`src/rtl/calculator_pkg.sv`:
```
// Shared constants and state encoding for the calculator datapath.
package calculator_pkg;

  localparam int unsigned DATA_W        = 32;
  localparam int unsigned MEM_WORD_SIZE = 2 * DATA_W;
  localparam int unsigned ADDR_W        = 10;

  typedef enum logic [2:0] {
    IDLE,
    READ,
    LATCH,
    ADD,
    PAD,
    WRITE,
    DONE
  } controller_state_t;

endpackage

```
`src/rtl/calc_controller.sv`:
```
// Sequencing controller: fetches operand words from SRAM, feeds the adder,
// steers sums into the result-buffer halves and commits buffer words to SRAM.
module calc_controller
  import calculator_pkg::*;
#(
  parameter int unsigned ADDR_W        = calculator_pkg::ADDR_W,
  parameter int unsigned DATA_W        = calculator_pkg::DATA_W,
  parameter int unsigned MEM_WORD_SIZE = calculator_pkg::MEM_WORD_SIZE
) (
  input  logic                     clk_i,
  input  logic                     rst_ni,
  input  logic                     start_i,
  input  logic [ADDR_W-1:0]        read_start_addr_i,
  input  logic [ADDR_W-1:0]        read_end_addr_i,
  input  logic [ADDR_W-1:0]        write_start_addr_i,
  input  logic [MEM_WORD_SIZE-1:0] mem_rdata_i,
  output logic                     mem_rd_en_o,
  output logic                     mem_wr_en_o,
  output logic [ADDR_W-1:0]        mem_addr_o,
  output logic [DATA_W-1:0]        op_a_o,
  output logic [DATA_W-1:0]        op_b_o,
  output logic                     loc_sel_o,
  output logic                     done_o
);

  controller_state_t state;
  logic [ADDR_W-1:0] rd_ptr;
  logic [ADDR_W-1:0] wr_ptr;
  logic [ADDR_W-1:0] end_ptr;

  // FSM with registered outputs: each transition also sets the outputs the
  // next state presents, so strobes and addresses are glitch-free.
  // Operands and loc_sel are left untouched from ADD through WRITE because
  // the result buffer rewrites the selected half every cycle.
  always_ff @(posedge clk_i or negedge rst_ni) begin
    if (!rst_ni) begin
      state       <= IDLE;
      rd_ptr      <= '0;
      wr_ptr      <= '0;
      end_ptr     <= '0;
      mem_rd_en_o <= 1'b0;
      mem_wr_en_o <= 1'b0;
      mem_addr_o  <= '0;
      op_a_o      <= '0;
      op_b_o      <= '0;
      loc_sel_o   <= 1'b0;
      done_o      <= 1'b0;
    end else begin
      case (state)
        IDLE: begin
          if (start_i) begin
            rd_ptr    <= read_start_addr_i;
            wr_ptr    <= write_start_addr_i;
            end_ptr   <= read_end_addr_i;
            loc_sel_o <= 1'b0;
            if (read_end_addr_i < read_start_addr_i) begin
              state  <= DONE;
              done_o <= 1'b1;
            end else begin
              state       <= READ;
              mem_rd_en_o <= 1'b1;
              mem_addr_o  <= read_start_addr_i;
            end
          end
        end
        READ: begin
          mem_rd_en_o <= 1'b0;
          mem_addr_o  <= '0;
          state       <= LATCH;
        end
        LATCH: begin
          op_a_o <= mem_rdata_i[DATA_W-1:0];
          op_b_o <= mem_rdata_i[MEM_WORD_SIZE-1:DATA_W];
          state  <= ADD;
        end
        ADD: begin
          if (loc_sel_o) begin
            state       <= WRITE;
            mem_wr_en_o <= 1'b1;
            mem_addr_o  <= wr_ptr;
          end else if (rd_ptr != end_ptr) begin
            state       <= READ;
            loc_sel_o   <= 1'b1;
            rd_ptr      <= rd_ptr + 1'b1;
            mem_rd_en_o <= 1'b1;
            mem_addr_o  <= rd_ptr + 1'b1;
          end else begin
            // Odd word count: force the upper half to 0 + 0.
            state     <= PAD;
            op_a_o    <= '0;
            op_b_o    <= '0;
            loc_sel_o <= 1'b1;
          end
        end
        PAD: begin
          state       <= WRITE;
          mem_wr_en_o <= 1'b1;
          mem_addr_o  <= wr_ptr;
        end
        WRITE: begin
          mem_wr_en_o <= 1'b0;
          wr_ptr      <= wr_ptr + 1'b1;
          loc_sel_o   <= 1'b0;
          if (rd_ptr == end_ptr) begin
            state      <= DONE;
            done_o     <= 1'b1;
            mem_addr_o <= '0;
          end else begin
            state       <= READ;
            rd_ptr      <= rd_ptr + 1'b1;
            mem_rd_en_o <= 1'b1;
            mem_addr_o  <= rd_ptr + 1'b1;
          end
        end
        DONE: begin
          done_o <= 1'b0;
          state  <= IDLE;
        end
        default: begin
          state <= IDLE;
        end
      endcase
    end
  end

endmodule
```
`config.mk`:
```
export PLATFORM = sky130hd
export DESIGN_NAME = calc_controller
export DESIGN_NICKNAME = d
export VERILOG_FILES = /design/src/rtl/calculator_pkg.sv /design/src/rtl/calc_controller.sv
export SDC_FILE = /design/constraint.sdc
export NUM_CORES = 1
export LEC_CHECK = 0
export CAP_MARGIN = 0
export CELL_PAD_IN_SITES_DETAIL_PLACEMENT = 0
export CELL_PAD_IN_SITES_GLOBAL_PLACEMENT = 2
export CORE_UTILIZATION = 29
export CTS_BUF_LIST = sky130_fd_sc_hd__clkbuf_16
export CTS_CLUSTER_SIZE = 28
export DETAILED_ROUTE_END_ITERATION = 8
export PLACE_DENSITY_LB_ADDON = 0.1
export SYNTH_ARGS = -nofsm -noshare
export SYNTH_HDL_FRONTEND = slang
export SYNTH_SLANG_ARGS = --single-unit
```
`constraint.sdc`:
```
create_clock -name clk_i -period 4.6 [get_ports clk_i]
set_clock_uncertainty 0.1 [all_clocks]
set_input_delay 0.69 -clock clk_i [delete_from_list [all_inputs] [get_ports clk_i]]
set_output_delay 0.69 -clock clk_i [all_outputs]
set_load 0.02 [all_outputs]
```
# Word level (Yosys, flattened, before mapping)

Index checks and enable logic that the tools add are counted.

Flip-flop bits (word level): 111
Logic and storage cells: 85
Output and inout bits: 78

$add $sub $neg: 2
$lt $le $gt $ge: 1
Reduce and logical (&&, ||, !) cells: 17
Muxes and demuxes: 36
Equality and inequality tests: 18

Operators by type and width:

| kind                                                                  | number |
|---|---|
| 32-bit case mux with 2 select lines                                   | 2 |
| 10-bit two-way mux                                                    | 9 |
| 32-bit two-way mux                                                    | 2 |
| 10-bit case mux with 5 select lines                                   | 1 |
| 10-bit case mux with 3 select lines                                   | 1 |
| 10-bit by 1-bit adder with 10-bit output, second input constant       | 2 |
| 10-bit case mux with 2 select lines                                   | 1 |
| 2-bit inequality test, second input constant                          | 9 |
| 3-bit case mux with 6 select lines                                    | 1 |
| 3-bit two-way mux                                                     | 5 |
| 10-bit equality test                                                  | 1 |
| 10-bit < comparator                                                   | 1 |
| 1-bit two-way mux                                                     | 10 |
| 10-bit inequality test                                                | 1 |
| 3-bit equality test, second input constant                            | 3 |
| 1-bit case mux with 3 select lines                                    | 3 |
| 3-bit nonzero test                                                    | 3 |
| 2-bit AND reduction                                                   | 4 |
| 4-bit AND reduction                                                   | 2 |
| 3-bit by 2-bit equality test with 1-bit output, second input constant | 2 |
| 6-bit AND reduction                                                   | 1 |
| 5-bit AND reduction                                                   | 1 |
| 5-bit nonzero test                                                    | 1 |
| 1-bit case mux with 4 select lines                                    | 1 |
| 6 further kinds                                                       | 7 |

# Longest topological paths before layout

Gate-level depths: netlist of the first run.

Depth in word-level cells: 4
Gate-level depth with buffers: 10

# Worst setup path before layout of the first run

OpenSTA, ideal clock, no wires.

Path kind: input to register
Start: input read_start_addr_i[9]
End: register mem_addr_o[0]
Stages on the path: 9
Path buffers: 1
Path slack: 2014 ps
Arrival time: 2360 ps
Cells stage by stage: inv_1 > ha_1 > a41o_1 > a21oi_1 > o31a_1 > o21ai_1 > o41a_1 > buf_6 > mux2_4

Cells in the longest elaborated chain, start to end: 3

Ends and longest elaborated chain:

| element                         | line                  | text |
|---|---|---|
| start: declaration              | calc_controller.sv:13 | `input logic [ADDR_W-1:0] read_start_addr_i,` |
| 10-bit < comparator             | calc_controller.sv:56 | `if (read_end_addr_i < read_start_addr_i) begin` |
| 2-bit inequality test (no line) | -                     |  |
| 4-bit AND reduction (no line)   | -                     |  |
| end signal: assignment          | calc_controller.sv:62 | `mem_addr_o <= read_start_addr_i;` |
| end signal: assignment          | calc_controller.sv:80 | `mem_addr_o <= wr_ptr;` |
| end signal: assignment          | calc_controller.sv:86 | `mem_addr_o <= rd_ptr + 1'b1;` |
| end: declaration                | calc_controller.sv:19 | `output logic [ADDR_W-1:0] mem_addr_o,` |

No other way between the ends.
A chain may end at the register's enable or synchronous reset.

# Worst setup path after layout of the first run

Start: input read_start_addr_i[9]
End: register mem_addr_o[8]

Same word-level chain as after synthesis.

==> metrics.md, run 1 <==
| Metric | Value |
|---|---|
| Post-synth EDFFs | 0 |
| Final period utilization | roughly 70% |
| Worst slack, placed | around 1 ns |
| Area Growth Syn to Fin | 40.0% |
| Comb pwr share | between 10 and 15% |
| Status | completed |
| Post-synth cell types | 50 |
| Clk buf depth | 2 |
| Highest routed layer | met4 |
| Slowest-stage cell, CP | o41a_1 |
| Fmax achieved | about 310 MHz |
| Worst Path Required | 4.74 ns |
| Vias in the first global route | slightly below 5000 |
| RePlAce Congestion | a little over 0.8 |
| RSZ-0062 raised after global routing | false |
| Worst hold path class | in2async |
| Ports | between 150 and 200 |
| Gr usage total | between 15 and 20% |
| Routed WL per cell | 16.8 µm |
| Worst Setup End Kind | flop |
| Starting density of the core | 29.6% |
| Max Slew Vio Count | 0 |
| First-iteration detailed-routing DRC count | 296 |
| Switch share | about a quarter |
| Final-report hold violation count | 0 |
| Detailed-route via count | 4954 |
| Setup_tns | 0 ns |
| Root buf cell | clkbuf_16 |
| Sw Pwr | just over 0.5 mW |
| Post-Route WL | around 17000 µm |
| Pwr per Cell Area | approximately 280 nW/µm² |
| Clock Latency Late Sink | between 0.3 and 0.4 ns |
| Largest net degree at the start of global routing | 60 |
| Post-CTS setup buffers | 0 |
| Top delay family on crit path | compound AO/OA/AOI/OAI gates |
| Cell breakdown of the critical path | clkdlybuf4s50_1 > inv_1 > ha_1 > a41o_1 > a21oi_1 > o31a_1 > o21ai_1 > o41a_1 > mux2_4 |
| Asr flop ratio synth | 100% |
| Synth warnings | 0 |
| Leakage power | roughly 3.7 nW |
| Area of the multi-input gates | roughly 2500 µm² |
| Register area | around 2800 µm² |
| Rows | 50 |
| Post-route antenna net violation count | 0 |
| Rel. slew slack | a little over a third |
| Worst-path clk slew | approximately 0.08 ns |
| Min cycle time layout | roughly 3.2 ns |
| First-pass GRT wire length | about 27000 µm |
| Syn Inst Count | around 620 |
| TritonCTS clock tree | done |
| Main synth FF type | dfrtp_1 |
| Worst slew pin tran | 0.969 ns |
| Cell Area, Synth | 5530 µm² |
| Post-CTS Resized | 0 |
| VDD IR max | 171 µV |
| Setup CP Type | in2reg |
| Met3 wire len | approximately 800 µm |
| TritonRoute pass-1 iters | 5 |
| Clock power frac | about 40% |
| Average via count per standard cell | approximately 4.9 |
| Startpoint types | input pin |
| Final nets | roughly 900 |
| # diodes | 0 |
| Remaining global-route overflow | 0 |
| Reg power frac | 47.7% |
| Max Cap Violations | 0 |
| Internal power | roughly 1.6 mW |
| CP max stage delay | approximately 0.64 ns |
| Core Region | around 19000 µm² |
| Synth Register Bits | around 110 |
| DRT met1 WL | 8250 µm |
| CTS H-tree depth | 3 |
| CP bufs+invs | 2 |
| Mapped Nets | just over 700 |
| Met2 Wirelength | 7660 µm |
| Pwr Total | between 2 and 2.5 mW |
| Syn_area_per_cell | 8.94 µm² |
| DR DRC count | 0 |
| Cts bufs inserted | 9 |
| Chip height | approximately 140 µm |
| Die area | roughly 20000 µm² |
| Register area share after synthesis | between 50% and 60% |
| CP Data Arrival Time | between 3 and 4 ns |
| Initial antenna violation count | 0 |
| Share of cells above drive strength 1 | between 5 and 6% |
| Clock sinks | 111 |
| Fillcell total | around 1900 |
| Crit Path Max Fanout | 10 |
| Detailed-placement wirelength estimate | 12400 µm |
| Setup violators final | 0 |
| Die width | 140 µm |
| Hold buffers post-CTS | 0 |
| Setup ws final | 1.37 ns |
| Buffers on Ports | roughly 170 |
==> power by group through the flow <==
stage                     combinational, mW  clock [mW]  sequential [mW]
after detailed placement              0.267           0             1.04
final                                 0.264       0.853             1.02
after global routing                  0.288       0.916             1.02
after global placement                0.266           0             1.04
after floorplan                      0.0454           0             1.07
after CTS                             0.269       0.885             1.02
==> layer usage <==
metal	vias to the layer above	global-route usage, %
met5	-	0
met4	0	6.02
met3	18	3.01
met2	158	27.6
met1	2360	24.5
li1	2418	-
==> stage by stage <==
stage	hold slack, ns	area, µm²	std cells	util (%)
after floorplan	0.294	5530	619	-
final	0.200	7750	1012	41.4
after detailed placement	0.369	7440	997	39.8
after global placement	0.362	7440	997	39.8
after CTS	0.224	7750	1012	41.4
after global routing	0.240	7750	1012	41.4
==> layout by cell type (no fill, tap or decap), types with 7 or more instances in the layout <==
cell type / netlist / routed
dfrtp_1: 111 / 111
a21oi_1: 17 / 17
nand2_1: 186 / 186
nand3_1: 14 / 13
o21ai_0: 74 / 74
ha_1: 11 / 11
nor3_1: 7 / 7
o21ai_1: 22 / 22
clkdlybuf4s50_1: 0 / 173
inv_1: 18 / 18
nor2_1: 19 / 19
buf_4: 0 / 8
mux2_4: 11 / 11
a22oi_1: 10 / 10
clkbuf_16: 0 / 9
xor2_1: 13 / 13
==> synth_stat cells (3+ instances only) <==
master / instances / area, µm²
a31oi_1: 3 / 18.8
nand2_1: 186 / 698
nor2b_1: 3 / 18.8
and4_1: 3 / 26.3
a211oi_1: 3 / 22.5
o21ai_0: 74 / 370
a21o_1: 4 / 30.0
a21oi_1: 17 / 85.1
dfrtp_1: 111 / 2780
nand4_1: 5 / 31.3
a311oi_1: 4 / 35.0
o21ai_1: 22 / 110
nor3_1: 7 / 35.0
buf_2: 9 / 45.0
a22oi_1: 10 / 75.1
xor2_1: 13 / 114
and3_1: 3 / 18.8
buf_6: 7 / 78.8
mux2_4: 11 / 165
xnor2_1: 5 / 43.8
o31a_1: 4 / 35.0
ha_1: 11 / 138
clkbuf_1: 20 / 75.1
nand3_1: 14 / 70.1
inv_1: 18 / 67.6
nand2b_1: 3 / 18.8
nor2_1: 19 / 71.3
==> flip-flops by register name (all words and copies together), names as in the netlist <==
name and count:
wr_ptr 10, loc_sel_o 1, state 3, mem_addr_o 10, done_o 1, mem_rd_en_o 1
mem_wr_en_o 1, op_a_o 32, op_b_o 32, rd_ptr 10, end_ptr 10
==> final timing paths <==
kind / startpoint / to / slack (ns) / cells after the start
hold reg to reg: op_b_o[26] / op_b_o[26] / 0.38 / 2
setup / recovery: read_start_addr_i[9] / mem_addr_o[8] / 1.37 / 9
setup reg to reg: state[2] / rd_ptr[7] / 1.67 / 6
max in group asynchronous: rst_ni / op_b_o[28] / 3.24 / 2
min in group clk_i: op_b_o[26] / op_b_o[26] / 0.38 / 2
hold / removal: rst_ni / op_a_o[17] / 0.20 / 1
==> cells by family after synthesis <==
family | Yosys count | share of synthesized area, %
AOI/OAI and AO/OA | 159 | 17.3
xor gates and xnor gates | 18 | 2.85
adders and majority gates | 11 | 2.49
buffers and inverters | 56 | 4.97
DFF | 111 | 50.2
muxes | 13 | 3.35
and+or+nand+nor | 251 | 18.9
==> worst reg2reg max path: cells and delay by family (launching register included) <==
kind	cells	cell delay, ns
AO/OA/AOI/OAI	4	1.41
buffers and inverters	1	0.28
flip-flops	1	0.58
AND/OR/NAND/NOR	1	0.48
==> area by class of cell <==
type	count	area share, %
inverter	18	0.872
timing repair buffer	182	23.4
sequential	111	35.8
multi-input combinational	452	32.1
clock buffer	9	2.91
clock inverter	6	1.11
tap	234	3.78
No activity file was read; power rests on OpenSTA's default activity.
==> inputs of run 2 (changes only) <==
- CORE_UTILIZATION: 29 -> 27
- clock period: 4.6 -> 3 ns (I/O delays scaled with it)
==> metrics.md, run 2 (same netlist as run 1, synthesis figures left out) <==
| Metric | Value |
|---|---|
| Setup ws final | 0.366 ns (-1.01 ns) |
| Met2 usage | 27.3% (-0.32 points) |
| Final nets | 896 (+1.6%) |
| DP Cell Count | 1046 (+4.9%) |
| Core Region | 20200 µm² (+7.8%) |
| CP Data Arrival Time | 2.77 ns (-0.60 ns) |
| Post-CTS Resized | 0 (unchanged) |
| CTS H-tree depth | 3 (unchanged) |
| Die width | 145 µm (+3.6%) |
| Gr usage total | 17.0% (-0.65 points) |
| Status | completed |
| Worst slack, placed | 0.00688 ns (-0.984 ns) |
| Pwr Total | 3.20 mW (+50%) |
| Chip height | 145 µm (+3.6%) |
| Fmax achieved | between 300 and 400 MHz |
| Rows | 52 (+4.0%) |
| Top flop regs | op_a_o (32), op_b_o (32) |
| Cts bufs inserted | 9 (unchanged) |
| Crit Path Max Fanout | 10 (unchanged) |
| Clk buf depth | 2 (unchanged) |
| Final-report hold violation count | 0 (unchanged) |
| Met1 usage | 23.3% (-1.3 points) |
| TritonRoute pass-1 iters | 4 (-1) |
| RePlAce Congestion | 0.813 (-1.6%) |
| Final period utilization | ~88% |
| DR DRC count | 0 (unchanged) |
| Detailed-placement wirelength estimate | 12700 µm (+2.2%) |
| Internal power | 2.42 mW (+49%) |
| Setup CP Type | in2reg |
| Sw Pwr | 0.786 mW (+53%) |
| First-iteration detailed-routing DRC count | 213 (-28%) |
| Area of the multi-input gates | 2490 µm² (unchanged) |
| Worst-path clk slew | 0.07 ns (about the same) |
| Starting density of the core | 27.4% (-2.1 points) |
| Startpoint types | input pin |
| First-pass GRT wire length | 28200 µm (+4.2%) |
| Pwr per Cell Area | 404 nW/µm² (+47%) |
| RSZ-0062 raised after global routing | false |
| Util after Layout | 39.3% (-2.1 points) |
| Register area | 2780 µm² (unchanged) |
| Post-Route WL | 17300 µm (+1.5%) |
| Comb pwr share | 13.0% (+0.6 points) |
| Setup violators final | 0 (unchanged) |
| Average via count per standard cell | 4.61 (-5.8%) |
| Die area | 21100 µm² (+7.3%) |
| VDD IR max | 274 µV (+60%) |
| Max Cap Violations | 0 (unchanged) |
| Share of cells above drive strength 1 | 7.19% (+1.4 points) |
| Clock Latency Late Sink | 0.35 ns (about the same) |
| # diodes | 0 (unchanged) |
| M3 GR Usage | 2.99% (-0.021 points) |
| Routed WL per cell | 16.2 µm (-3.3%) |
| Worst slew pin tran | 0.934 ns (-0.0346 ns) |
| Reg power frac | 48.7% (+1.0 points) |
| Rel. slew slack | 37.7% (+2.3 points) |
| TritonCTS clock tree | done |
| Min cycle time layout | 2.63 ns |
| Detailed-route via count | 4903 (-1.0%) |
| Initial antenna violation count | 0 (unchanged) |
| Leakage power | 3.74 nW (+1.9%) |
| Post-CTS setup buffers | 0 (unchanged) |
| Vias in the first global route | 4956 (+2.4%) |
| Buffers on Ports | 174 (unchanged) |
| Setup_tns | 0 ns (unchanged) |
| Post-route antenna net violation count | 0 (unchanged) |
| Worst hold path class | reg2reg |
| Switch share | 24.5% (+0.49 points) |
| Clock power frac | 38.3% (-1.7 points) |
| Worst Setup End Kind | flop |
| Worst Path Required | 3.13 ns (-1.61 ns) |
| Hold buffers post-CTS | 1 (+1) |
| GRT Max-Usage Layer | met2 |
| Remaining global-route overflow | 0 (unchanged) |
| Ports | 175 (unchanged) |
| Most common cell after layout, fill and taps aside | nand2_1 |
| Layout Cells excl Fill | 1063 (+5.0%) |
| Max Slew Vio Count | 0 (unchanged) |
| Root buf cell | clkbuf_16 |
| Largest net degree at the start of global routing | 67 (+12%) |
| Most frequent cells in the layout | nand2_1, clkdlybuf4s50_1, dfrtp_1 |
| Fillcell total | 2050 (+9.5%) |
| Clock sinks | 111 (unchanged) |
| Area Growth Syn to Fin | 43.2% |
-- run 2: changes by cell type in the layout (fill, tap and decap cells not counted), sizes merged --
cell,previous run,this run
buf,9,22
bufinv,2,1
clkinv,3,4
dlygate4sd3,0,1
inv,18,19
-- run 2: per-layer routing --
layer | up-vias | routed length, µm
li1 | 2449 | -
met5 | - | 0
met3 | 10 | 772
met1 | 2300 | 8240
met4 | 0 | 211
met2 | 144 | 8040
-- run 2: final cells by class --
class,instances,area share [%]
clock buffer,9,2.84
multi-input combinational,452,31.4
tap,270,4.26
inverter,18,0.853
clock inverter,7,0.900
timing repair buffer,196,24.7
sequential,111,35.1
-- run 2: worst max-delay path, cell delays in order --
cell	delay (ns)
clkdlybuf4s50_1	0.49
inv_1	0.05
ha_1	0.32
a41o_1	0.24
a21oi_1	0.12
o31a_1	0.14
o21ai_1	0.11
o41a_1	0.37
buf_12	0.17
mux2_4	0.29
-- run 2: stage by stage --
stage / hold WS [ns] / instance area [µm²]
2_1_floorplan: 0.0544 / 5530
3_3_place_gp: 0.237 / 7620
3_5_place_dp: 0.239 / 7620
4_1_cts: 0.388 / 7920
5_1_grt: 0.394 / 7920
6_report: 0.383 / 7920
-- run 2: worst paths after layout --
kind | start | endpoint | slack [ns] | cells past startpoint
max | read_start_addr_i[9] | mem_addr_o[0] | 0.37 | 10
min | op_b_o[6] | op_b_o[6] | 0.38 | 2
max reg2reg | rd_ptr[2] | op_b_o[19] | 0.37 | 8
min reg2reg | op_b_o[6] | op_b_o[6] | 0.38 | 2
max in group asynchronous | rst_ni | op_b_o[12] | 1.62 | 3
min in group asynchronous | rst_ni | op_a_o[14] | 0.41 | 2
-- run 2: power by group through the flow --
stage	combinational, mW	clock (mW)	sequential (mW)
finish	0.416	1.23	1.56
detailed placement	0.419	0	1.59
floorplan	0.0696	0	1.65
global route	0.454	1.35	1.57
global placement	0.417	0	1.59
CTS	0.423	1.29	1.56
